**src/rtl/ps2_scan_decoder.sv**
```systemverilog
// rtl/ps2_scan_decoder.sv - PS/2 Set-2 prefix resolver with FWFT key-event FIFO
// Optional make-repeat suppression when TYPEMATIC_FILTER_EN is defined.
module ps2_scan_decoder #(
    parameter int FIFO_DEPTH     = 4,
    parameter int TIMEOUT_CYCLES = 2500000
) (
    input  logic       clk,
    input  logic       rst,
    input  logic       rx_listo,
    input  logic [7:0] codigo_tecla,
    output logic       rx_enable,
    output logic       evt_valid,
    input  logic       evt_ready,
    output logic [7:0] evt_code,
    output logic       evt_break,
    output logic       evt_ext,
    output logic       fifo_full,
    output logic       overflow
);
    localparam int AW = $clog2(FIFO_DEPTH);
    localparam int CW = AW + 1;
    localparam int TW = (TIMEOUT_CYCLES > 2) ? $clog2(TIMEOUT_CYCLES) : 1;
    localparam logic [TW-1:0] TMAX = TW'(TIMEOUT_CYCLES - 1);

    typedef enum logic [1:0] {IDLE, GOT_E0, GOT_F0, GOT_E0F0} state_t;

    state_t        state_q, state_d;
    logic [TW-1:0] tcnt_q, tcnt_d;
    logic [9:0]    mem_q [FIFO_DEPTH];
    logic [9:0]    mem_d [FIFO_DEPTH];
    logic [AW-1:0] wr_ptr_q, wr_ptr_d, rd_ptr_q, rd_ptr_d;
    logic [CW-1:0] count_q, count_d;
    logic          full_q, full_d;
    logic          ovf_q, ovf_d;
    logic          held_v_q, held_v_d;
    logic [8:0]    held_q, held_d;

    logic       is_junk, is_e0, is_f0;
    logic       push_req, push_ok, pop, wr_en;
    logic       push_brk, push_ext;
    logic [9:0] head;

    always_comb begin
        is_e0 = (codigo_tecla == 8'hE0);
        is_f0 = (codigo_tecla == 8'hF0);
        case (codigo_tecla)
            8'h00, 8'hAA, 8'hE1, 8'hEE, 8'hFA, 8'hFE, 8'hFF: is_junk = 1'b1;
            default:                                          is_junk = 1'b0;
        endcase

        state_d  = state_q;
        tcnt_d   = tcnt_q;
        push_req = 1'b0;
        push_brk = 1'b0;
        push_ext = 1'b0;

        // A byte arriving on the timeout cycle is decoded in the old state.
        if (rx_listo) begin
            tcnt_d = '0;
            if (!is_junk) begin
                case (state_q)
                    IDLE: begin
                        if (is_e0)      state_d = GOT_E0;
                        else if (is_f0) state_d = GOT_F0;
                        else            push_req = 1'b1;
                    end
                    GOT_E0: begin
                        if (is_f0)       state_d = GOT_E0F0;
                        else if (!is_e0) begin push_req = 1'b1; push_ext = 1'b1; state_d = IDLE; end
                    end
                    GOT_F0: begin
                        if (is_e0)       state_d = GOT_E0;
                        else if (!is_f0) begin push_req = 1'b1; push_brk = 1'b1; state_d = IDLE; end
                    end
                    default: begin
                        if (!is_e0 && !is_f0) begin
                            push_req = 1'b1; push_brk = 1'b1; push_ext = 1'b1; state_d = IDLE;
                        end
                    end
                endcase
            end
        end else if (state_q == IDLE) begin
            tcnt_d = '0;
        end else if (tcnt_q == TMAX) begin
            tcnt_d  = '0;
            state_d = IDLE;
        end else begin
            tcnt_d = tcnt_q + 1'b1;
        end

        push_ok  = push_req;
        held_v_d = held_v_q;
        held_d   = held_q;
`ifdef TYPEMATIC_FILTER_EN
        if (push_req) begin
            if (!push_brk) begin
                if (held_v_q && held_q == {push_ext, codigo_tecla}) push_ok = 1'b0;
                else begin held_v_d = 1'b1; held_d = {push_ext, codigo_tecla}; end
            end else if (held_v_q && held_q == {push_ext, codigo_tecla}) begin
                held_v_d = 1'b0;
            end
        end
`endif

        pop      = (count_q != '0) && evt_ready;
        wr_en    = push_ok && (!full_q || pop);
        ovf_d    = ovf_q | (push_ok && full_q && !pop);
        mem_d    = mem_q;
        wr_ptr_d = wr_ptr_q;
        rd_ptr_d = rd_ptr_q;
        if (wr_en) begin
            mem_d[wr_ptr_q] = {push_ext, push_brk, codigo_tecla};
            wr_ptr_d        = wr_ptr_q + 1'b1;
        end
        if (pop) rd_ptr_d = rd_ptr_q + 1'b1;
        count_d = count_q + CW'(wr_en) - CW'(pop);
        full_d  = (count_d == CW'(FIFO_DEPTH));
    end

    always_ff @(posedge clk) begin
        if (rst) begin
            state_q  <= IDLE;
            tcnt_q   <= '0;
            wr_ptr_q <= '0;
            rd_ptr_q <= '0;
            count_q  <= '0;
            full_q   <= 1'b0;
            ovf_q    <= 1'b0;
            held_v_q <= 1'b0;
            held_q   <= '0;
        end else begin
            state_q  <= state_d;
            tcnt_q   <= tcnt_d;
            wr_ptr_q <= wr_ptr_d;
            rd_ptr_q <= rd_ptr_d;
            count_q  <= count_d;
            full_q   <= full_d;
            ovf_q    <= ovf_d;
            held_v_q <= held_v_d;
            held_q   <= held_d;
        end
        mem_q <= mem_d;
    end

    assign head      = mem_q[rd_ptr_q];
    assign evt_valid = (count_q != '0);
    assign evt_code  = evt_valid ? head[7:0] : 8'h00;
    assign evt_break = evt_valid & head[8];
    assign evt_ext   = evt_valid & head[9];
    assign fifo_full = full_q;
    assign rx_enable = !full_q;
    assign overflow  = ovf_q;
endmodule

```
**config.mk**
```make
export PLATFORM = sky130hd
export DESIGN_NAME = ps2_scan_decoder
export DESIGN_NICKNAME = d
export VERILOG_FILES = /design/src/rtl/ps2_scan_decoder.sv
export SDC_FILE = /design/constraint.sdc
export NUM_CORES = 1
export LEC_CHECK = 0
export ABC_AREA = 1
export BUFFER_PORTS_ARGS = -buffer_cell sky130_fd_sc_hd__buf_4
export CORE_ASPECT_RATIO = 0.75
export CORE_MARGIN = 1.5
export CORE_UTILIZATION = 55
export CTS_BUF_LIST = sky130_fd_sc_hd__clkbuf_4 sky130_fd_sc_hd__clkbuf_8
export DETAILED_ROUTE_END_ITERATION = 10
export PLACE_DENSITY = 0.72
export SLEW_MARGIN = 5
export SYNTH_ARGS = -nofsm -noshare
export SYNTH_HDL_FRONTEND = slang
export SYNTH_SLANG_ARGS = --single-unit
```
**constraint.sdc**
```tcl
create_clock -name clk -period 2.7 [get_ports clk]
set_input_delay 0.27 -clock clk [delete_from_list [all_inputs] [get_ports clk]]
set_output_delay 0.27 -clock clk [all_outputs]
set_load 0.02 [all_outputs]
```
Word-level counts from Yosys, hierarchy flattened
Cells that the tools add are included.
{ "totals": {"out_inout_bits": 14, "reg_bits": 73} }
{ "op_classes": {"mux": 34, "eq_ne": 18, "n_reduce_logical": 20, "bitwise_logic": 5, "order_cmp": 3, "add_sub_neg": 5} }
{ "op_table": {"columns": ["op", "count"], "rows": [
  ["8-bit equality test (second input constant)", 8],
  ["40-bit bitwise mux", 1],
  ["10-bit 2-to-1 mux", 3],
  ["22-bit by 1-bit adder with 22-bit output (second input constant)", 1],
  ["22-bit equality test (second input constant)", 1],
  ["2-bit 2-to-1 mux", 11],
  ["10-bit binary-select mux with 2-bit select", 1],
  ["10-bit demux with 2-bit select", 1],
  ["1-bit 2-to-1 mux", 12],
  ["4-bit != test (second input constant)", 3],
  ["8-bit zero test", 1],
  ["8-bit 2-to-1 mux", 1],
  ["7-bit AND reduction", 1],
  ["7-bit OR reduction", 1],
  ["3-bit greater-or-equal comparator (second input constant)", 2],
  ["1-bit logical AND", 6],
  ["2-bit NOT with 3-bit output", 2],
  ["1-bit one-hot mux with 2 select lines", 3],
  ["2-bit one-hot mux with 3 select lines", 1],
  ["5-bit by 1-bit != test with 1-bit output (second input constant)", 1],
  ["2-bit by 1-bit adder with 2-bit output (second input constant)", 2],
  ["1-bit zero test", 4],
  ["2-bit != test (second input constant)", 2],
  ["2-bit OR reduction", 2],
  ["13 further kinds", 14]
]} }

Longest topological paths before layout
Gate-level depths: netlist (run 1).
{ "depth": {"ltp_word": 11, "mapped_depth": 15, "depth_no_buf": 15} }

Worst setup path before layout (run 1)
Ideal clock, no wire load.
{ "synth_timing": {"path_type": "input-to-reg", "start": "in codigo_tecla[6]", "end": "reg full_q, in the netlist fifo_full", "arrival_ns": 2.113, "stages": 13, "setup_time_ns": 0.078, "slack_ns": 0.509, "cell_sequence": "nand2_1 nor2_1 o21ai_1 nand4_1 nor2_2 o21ai_2 ha_1 inv_1 ha_1 fa_1 xnor2_1 nand2_1 nor3_1"} }
{ "synth_via": {"elab_chain_len": 11, "word_cells_on_any_way": 26, "cone_classes": "add/sub (2); eq/ne (9); mux (9); reduce/logical (6)"} }
{ "synth_lines": {"columns": ["element", "line_no", "rtl"], "rows": [
  ["from (decl)", "10", "input logic [7:0] codigo_tecla,"],
  ["8-bit equality test, on equally long branches", "44, 45", null],
  ["1-bit zero test", "76", "if (!is_e0 && !is_f0) begin"],
  ["1-bit logical AND", "76", null],
  ["1-bit 2-to-1 mux", "76", null],
  ["1-bit one-hot mux with 2 select lines", "61", "case (state_q)"],
  ["1-bit 2-to-1 mux *", "60", "if (!is_junk) begin"],
  ["1-bit 2-to-1 mux *", "58", "if (rx_listo) begin"],
  ["1-bit logical AND *", "106", "wr_en = push_ok && (!full_q || pop);"],
  ["3-bit by 1-bit adder with 3-bit output *", "116", "count_d = count_q + CW'(wr_en) - CW'(pop);"],
  ["3-bit by 1-bit subtractor with 3-bit output *", "116", null],
  ["3-bit equality test *", "117", "full_d = (count_d == CW'(FIFO_DEPTH));"],
  ["to (signal assigned)", "137", "full_q <= full_d;"],
  ["to (decl)", "33", "logic full_q, full_d;"]
]} }
Mark *: on every way between the ends. The rest lies on a longest branch, timed or not.
A chain may end at the register's enable or synchronous reset.

Final worst setup path (run 1)
{ "layout_timing": {"start": "reg count_q[1]", "end": "reg full_q, in the netlist fifo_full"} }
{ "layout_via": {"elab_chain_len": 7} }
{ "layout_lines": {"columns": ["element", "line_no", "rtl"], "rows": [
  ["from (decl)", "32", "logic [CW-1:0] count_q, count_d;"],
  ["from (signal assigned)", "136", "count_q <= count_d;"],
  ["3-bit nonzero test *", "105", "pop = (count_q != '0) && evt_ready;"],
  ["1-bit logical AND *", "105", null],
  ["named net pop", "39", "logic push_req, push_ok, pop, wr_en;"],
  ["1-bit logical OR", "106", null],
  ["1-bit logical AND", "106", null],
  ["3-bit by 1-bit adder with 3-bit output", "116", null],
  ["3-bit by 1-bit subtractor with 3-bit output *", "116", null],
  ["3-bit equality test *", "117", null]
]} }
The timed path passes the listed nets; every way through them passes the cells marked *.

==> metrics.cfg, run 1 <==
[global_routing]
gr-max-usage-layer = met1
grt_first_pass_wirelength_um = 11500
grt_overflow_total = 0
grtUsageMet3 = 0.0702
use_met1 = 0.333
grtUsageTotal = 0.228
grt_use_met2 = 0.333
antenna_found_initial = 0
grt_start_max_net_pins = 23
grt_pass1_vias = 2369

[pwr]
powerDensity_nw_per_um2 = 836
leakagePower_nw = 1.67
p_int_mw = 2.29
p_clk_frac = 0.302
netSwitchingFraction = 0.324
comb_power_share = 0.300
p_sw_mw = 1.10
seq_power_share = 0.398
vdd_drop_max_mv = 0.775

[synth]
yosysWarnings = 0
postSynthAreaPerCell_um2 = 8.61
synth_ff_type = edfxtp_1
synth_enable_flop_cells = 40
synth_nets = 426
synth_cells = 406
ys_seq_elements = 73
yosysSeqAreaShare = 0.533
synth_area_um2 = 3490
synth_cell_types = 32
async_flop_share = 0

[routing]
routedWlPerCell_um = 13.4
via_count = 2695
drc = 0
drt-pass1-iter-count = 5
viasPerCell = 5.13
routed_wl_um = 7020
ant_nets = 0
drtIter0Drc = 216

[final_layout]
antenna_cells = 0
fin_area_um2 = 4050
final_cell_mix = nor2_1, nand2_1, inv_1
fillers = 492
area_growth_pct = 15.9
final_common_cell = nor2_1
drive_above_1_share = 0.183
nets = 462

[setup_path]
crit_fanout = 3
critPathLaunch = count_q[1]
required_ns = 2.97
startpoint_type = flip-flop
r2r_start = count_q[1]
arrival_ns = 2.46
crit_type = flip-flop to flip-flop
cp-end-kind = flip-flop

[timing]
fmax_mhz = 457
final.min_clock_period_ns = 2.19
finClkSkew_ns = 0.00536
slew_violations = 0
grt_setup_unrepaired = false
setup_viol = 0
max_slew_margin = 0.695
tns_ns = 0
finalCritPeriodShare = 0.811
tightest_slew_ns = 0.457
hold_viol = 0

[clock_tree]
h-tree-depth = 3
clkSinkCount = 73
cts-root-buf = clkbuf_8
cts_buffers = 9
cts_tree = built
ctsResizeCount = 0
clockBufferDepth = 2
ctsHoldBuffers = 0
path_clk_slew_ns = 0.08
clkLatencyLatePin_ns = 0.34
post_cts_buffers = 0

[placement]
gp_congestion = 0.915
place_area_um2 = 3810
port_buffers = 25
hpwl_um = 4930

[floorplan]
coreArea_um2 = 5980
rows = 24
fp.dieW_um = 95.0
die_area_um2 = 6850
die_h_um = 72.0
io_pins = 26
start_util = 0.585

[min_path]
hp-class = input pin to flip-flop
min_from = rst

[run]
max-cap-violations = 0

[outcome]
status = finished clean

## cell usage after synthesis (all sizes together), types with 2 or more instances
master,number,area [um2]
xor2,7,61.3
nand2,60,245
nand4,7,58.8
ha,7,87.6
nor2,103,417
a21oi,24,120
nor3,10,76.3
dfxtp,33,661
o21a,4,30.0
o21ai,25,129
nand3,17,95.1
nor3b,2,25.0
buf,2,12.5
xnor2,2,17.5
clkbuf,7,26.3
inv,53,199
edfxtp,40,1200
## power groups by stage
| stage | Combinational, mW | Sequential (mW) | Clock (mW) |
|---|---|---|---|
| 2_1_floorplan | 0.627 | 1.37 | 0 |
| 3_3_place_gp | 1.00 | 1.37 | 0 |
| 3_5_place_dp | 1.02 | 1.37 | 0 |
| 4_1_cts | 1.02 | 1.35 | 1.04 |
| 5_1_grt | 1.13 | 1.35 | 1.08 |
| 6_report | 1.02 | 1.35 | 1.02 |
## routing by layer
| metal | wire length (um) | share of wire |
|---|---|---|
| met1 | 3520 | 0.50 |
| met2 | 2980 | 0.42 |
| met3 | 460 | 0.066 |
| met4 | 57 | 0.0081 |
| met5 | 0 | 0 |
## through the flow
stage | utilization | instances | setup slack [ns] | hold slack, ns | power [mW]
2_1_floorplan | - | 406 | 0.509 | 0.339 | 1.99
3_3_place_gp | 0.637 | 509 | 0.323 | 0.433 | 2.37
3_5_place_dp | 0.637 | 509 | 0.250 | 0.440 | 2.39
4_1_cts | 0.678 | 525 | 0.516 | 0.0950 | 3.40
5_1_grt | 0.678 | 525 | 0.399 | 0.0907 | 3.56
6_report | 0.678 | 525 | 0.510 | 0.102 | 3.38
## cell type report
type / instances / area (um2) / area share
clock buffer: 9 / 124 / 0.0306
inverter: 54 / 204 / 0.0504
multi-input combinational: 270 / 1390 / 0.343
tap: 78 / 97.6 / 0.0241
sequential: 73 / 1860 / 0.460
timing repair buffer: 34 / 255 / 0.0630
clock inverter: 7 / 118 / 0.0290
## flip-flops by register name, summed over array words and instances (netlist names)
register / flops
overflow: 1
mem_q: 40
tcnt_q: 22
wr_ptr_q: 2
count_q: 3
rd_ptr_q: 2
fifo_full: 1
state_q: 2
## worst max-delay path, stage by stage, from the launching register on
cell and delay, ns:
dfxtp_1 0.34, nor3_2 0.26, inv_2 0.06, nand2_1 0.14, inv_2 0.07, o21ai_2 0.14
ha_1 0.14, inv_1 0.04, ha_1 0.18, fa_1 0.37, xnor2_1 0.17, nand2_1 0.08
nor3_1 0.12
## cells by family after synthesis
group                      synth area share
and+or+nand+nor                       0.262
AOI/OAI and AO/OA                    0.0820
buffers and inverters                0.0695
DFF                                   0.533
adders and majority gates            0.0308
xor gates and xnor gates             0.0226
## path summary, 6_finish.rpt
path / slack, ns / cells past startpoint / end
max: 0.51 / 12 / fifo_full
min: 0.10 / 2 / count_q[0]
max reg2reg: 0.51 / 12 / fifo_full
min reg2reg: 0.46 / 1 / tcnt_q[0]
(Power assumes the default switching activity.)
==> inputs of run 2 (changes only) <==
--- a/config.mk
+++ b/config.mk
@@ -5,14 +5,14 @@
 export SDC_FILE = /design/constraint.sdc
 export NUM_CORES = 1
 export LEC_CHECK = 0
-export ABC_AREA = 1
+export ABC_AREA = 0
 export BUFFER_PORTS_ARGS = -buffer_cell sky130_fd_sc_hd__buf_4
 export CORE_ASPECT_RATIO = 0.75
 export CORE_MARGIN = 1.5
 export CORE_UTILIZATION = 55
 export CTS_BUF_LIST = sky130_fd_sc_hd__clkbuf_4 sky130_fd_sc_hd__clkbuf_8
 export DETAILED_ROUTE_END_ITERATION = 10
-export PLACE_DENSITY = 0.72
+export PLACE_DENSITY = 0.75
 export SLEW_MARGIN = 5
 export SYNTH_ARGS = -nofsm -noshare
 export SYNTH_HDL_FRONTEND = slang
==> constraint.sdc (replaced) <==
create_clock -name clk -period 2 [get_ports clk]
set_input_delay 0.2 -clock clk [delete_from_list [all_inputs] [get_ports clk]]
set_output_delay 0.2 -clock clk [all_outputs]
set_load 0.02 [all_outputs]
==> metrics.cfg, run 2 <==
[placement]
place_area_um2 = 3840
dp_worst_setup_slack_ns = -0.640
gp_congestion = 0.825
port_buffers = 25
hpwl_um = 4440

[final_layout]
antenna_cells = 0
final_cell_mix = buf_4, edfxtp_1, nor2_1
largest_register_ffs = 40
biggestRegsByFlops = mem_q (40), tcnt_q (22), count_q (3)
nets = 356
drive_above_1_share = 0.364
regMostFlops = mem_q
area_growth_pct = 31.7
fillers = 355
final_core_util = 0.770
fin_area_um2 = 4210
final_common_cell = buf_4

[pwr]
vdd_drop_max_mv = 0.615
powerDensity_nw_per_um2 = 1090
leakagePower_nw = 1.53

[floorplan]
die_area_um2 = 6290
coreArea_um2 = 5470
start_util = 0.585
io_pins = 26
rows = 23
die_h_um = 69.0
fp.dieW_um = 91.1

[synth]
synthMostInstantiatedCell = edfxtp_1
synth_nets = 280
ys_seq_elements = 73
synthAdderAreaFrac = 0.0336
synth_cell_types = 41
synth_cells = 260
yosysSeqAreaShare = 0.582
synth_enable_flop_cells = 40
async_flop_share = 0
postSynthAreaPerCell_um2 = 12.3
synthTopCellsByCount = edfxtp_1, dfxtp_1, nor2_1
synth.area.top_cells = edfxtp_1, dfxtp_1, mux4_2, xor2_1, nor2_1
synth_top_family_by_area = simple AND/OR/NAND/NOR gates
synth_area_um2 = 3200
synthSimpleGateAreaFrac = 0.180
synthMuxAreaShare = 0.0736
synth-xor-area-share = 0.0657
synth_top_area_frac = 0.376
synth_top_area_cell = edfxtp_1
synth_compound_area_frac = 0.0434
synth_ff_type = edfxtp_1
yosysWarnings = 0

[clock_tree]
cts_buffers = 9
clkSinkCount = 73
clockBufferDepth = 2
cts_tree = built
path_clk_slew_ns = 0.08
cts-root-buf = clkbuf_8
clkLatencyLatePin_ns = 0.35
h-tree-depth = 3

[timing]
tns_ns = -0.663
hold_ws_ns = 0.0602
fmax_mhz = 436
final.min_clock_period_ns = 2.29
finalCritPeriodShare = 1.15
finClkSkew_ns = 0.00651
tightest_slew_ns = 0.508
slew_violations = 0
setup_ws_ns = -0.294
setup_viol = 3
hold_viol = 0
max_slew_margin = 0.661
grt_setup_unrepaired = true

[setup_path]
startpoint_type = input pin
crit_type = input pin to flip-flop
cp-end-kind = flip-flop
arrival_ns = 2.55
required_ns = 2.25
crit_fanout = 4

[global_routing]
grt_first_pass_wirelength_um = 10600
antenna_found_initial = 0
grt_overflow_total = 0
grt_pass1_vias = 2172
grtUsageTotal = 0.219
grt_start_max_net_pins = 15

[routing]
via_count = 2213
ant_nets = 0
viasPerCell = 5.32
drt-pass1-iter-count = 6
drtIter0Drc = 165
drc = 0
routed_wl_um = 6510
routedWlPerCell_um = 15.7

[run]
max-cap-violations = 0

[outcome]
violations = negative setup slack
status = complete, but fails checks

[min_path]
hp-class = input pin to flip-flop

==> run 2: cell types whose count changed in the layout (fill, tap and decap cells not counted), sizes merged, moves of 5 or more <==
cell,previous run,this run
xnor2,2,7
buf,34,72
xor2,7,17
nand2,60,12
a21oi,24,3
mux4,0,10
and2,0,17
inv,54,12
nor2,103,33
o21ai,25,6
nand3,17,9
nor3,10,3
==> run 2: layout make-up <==
type | instances | area (um2) | share of cell area
multi-input combinational | 169 | 1400 | 0.332
tap | 75 | 93.8 | 0.0223
inverter | 11 | 41.3 | 0.00980
timing repair buffer | 72 | 613 | 0.146
clock inverter | 6 | 67.6 | 0.0160
sequential | 73 | 1860 | 0.443
clock buffer | 10 | 131 | 0.0312
==> run 2: cell families (layout without fill, tap and decap cells) <==
| group | count (synthesis) | count (layout) |
|---|---|---|
| and+or+nand+nor | 107 | 107 |
| DFF | 73 | 73 |
| xor gates and xnor gates | 24 | 24 |
| AOI/OAI and AO/OA | 19 | 19 |
| buffers and inverters | 18 | 99 |
| muxes | 11 | 11 |
| adders and majority gates | 8 | 8 |
==> run 2: metrics by stage <==
stage / total power, mW / instances
6_report: 4.58 / 416
5_1_grt: 4.81 / 416
4_1_cts: 4.56 / 412
3_5_place_dp: 3.37 / 393
3_3_place_gp: 3.32 / 393
2_1_floorplan: 2.73 / 260
==> run 2: worst paths after layout <==
path / cells past startpoint / slack (ns) / start / end
worst max-delay path: 13 / -0.29 / codigo_tecla[1] / fifo_full
worst min-delay path: 1 / 0.06 / codigo_tecla[2] / mem_q[22]
worst max register to register: 12 / -0.28 / count_q[0] / fifo_full
worst min register to register: 2 / 0.49 / overflow / overflow
==> run 2: routing by layer <==
metal	track usage	part of all wire
met5	0	0
met4	0.0677	0.0097
met3	0.0651	0.052
met2	0.346	0.49
met1	0.293	0.45
==> run 2: critical path: stages <==
cell      delay [ns]
buf_8           0.10
or4b_4          0.54
a211oi_4        0.27
nor4b_2         0.10
a21boi_4        0.15
inv_2           0.07
ha_4            0.12
inv_2           0.03
ha_4            0.14
fa_2            0.35
xnor2_2         0.22
xnor2_2         0.11
nor4_1          0.16
==> run 2: what timing repair did <==
| action | in CTS | in global routing |
|---|---|---|
| resized for setup | 14 | 11 |
| gates cloned | 0 | 0 |
| buffers inserted | 3 | 4 |
| endpoints found under the setup margin | 5 | 6 |
| pin swaps | 5 | 5 |
| hold endpoints to repair | 0 | 0 |
| hold buffers | 0 | 0 |
==> run 2: report_power, final <==
part	switching (mW)	internal, mW
Combinational	0.766	0.838
Sequential	0.0859	1.74
Clock	0.556	0.594
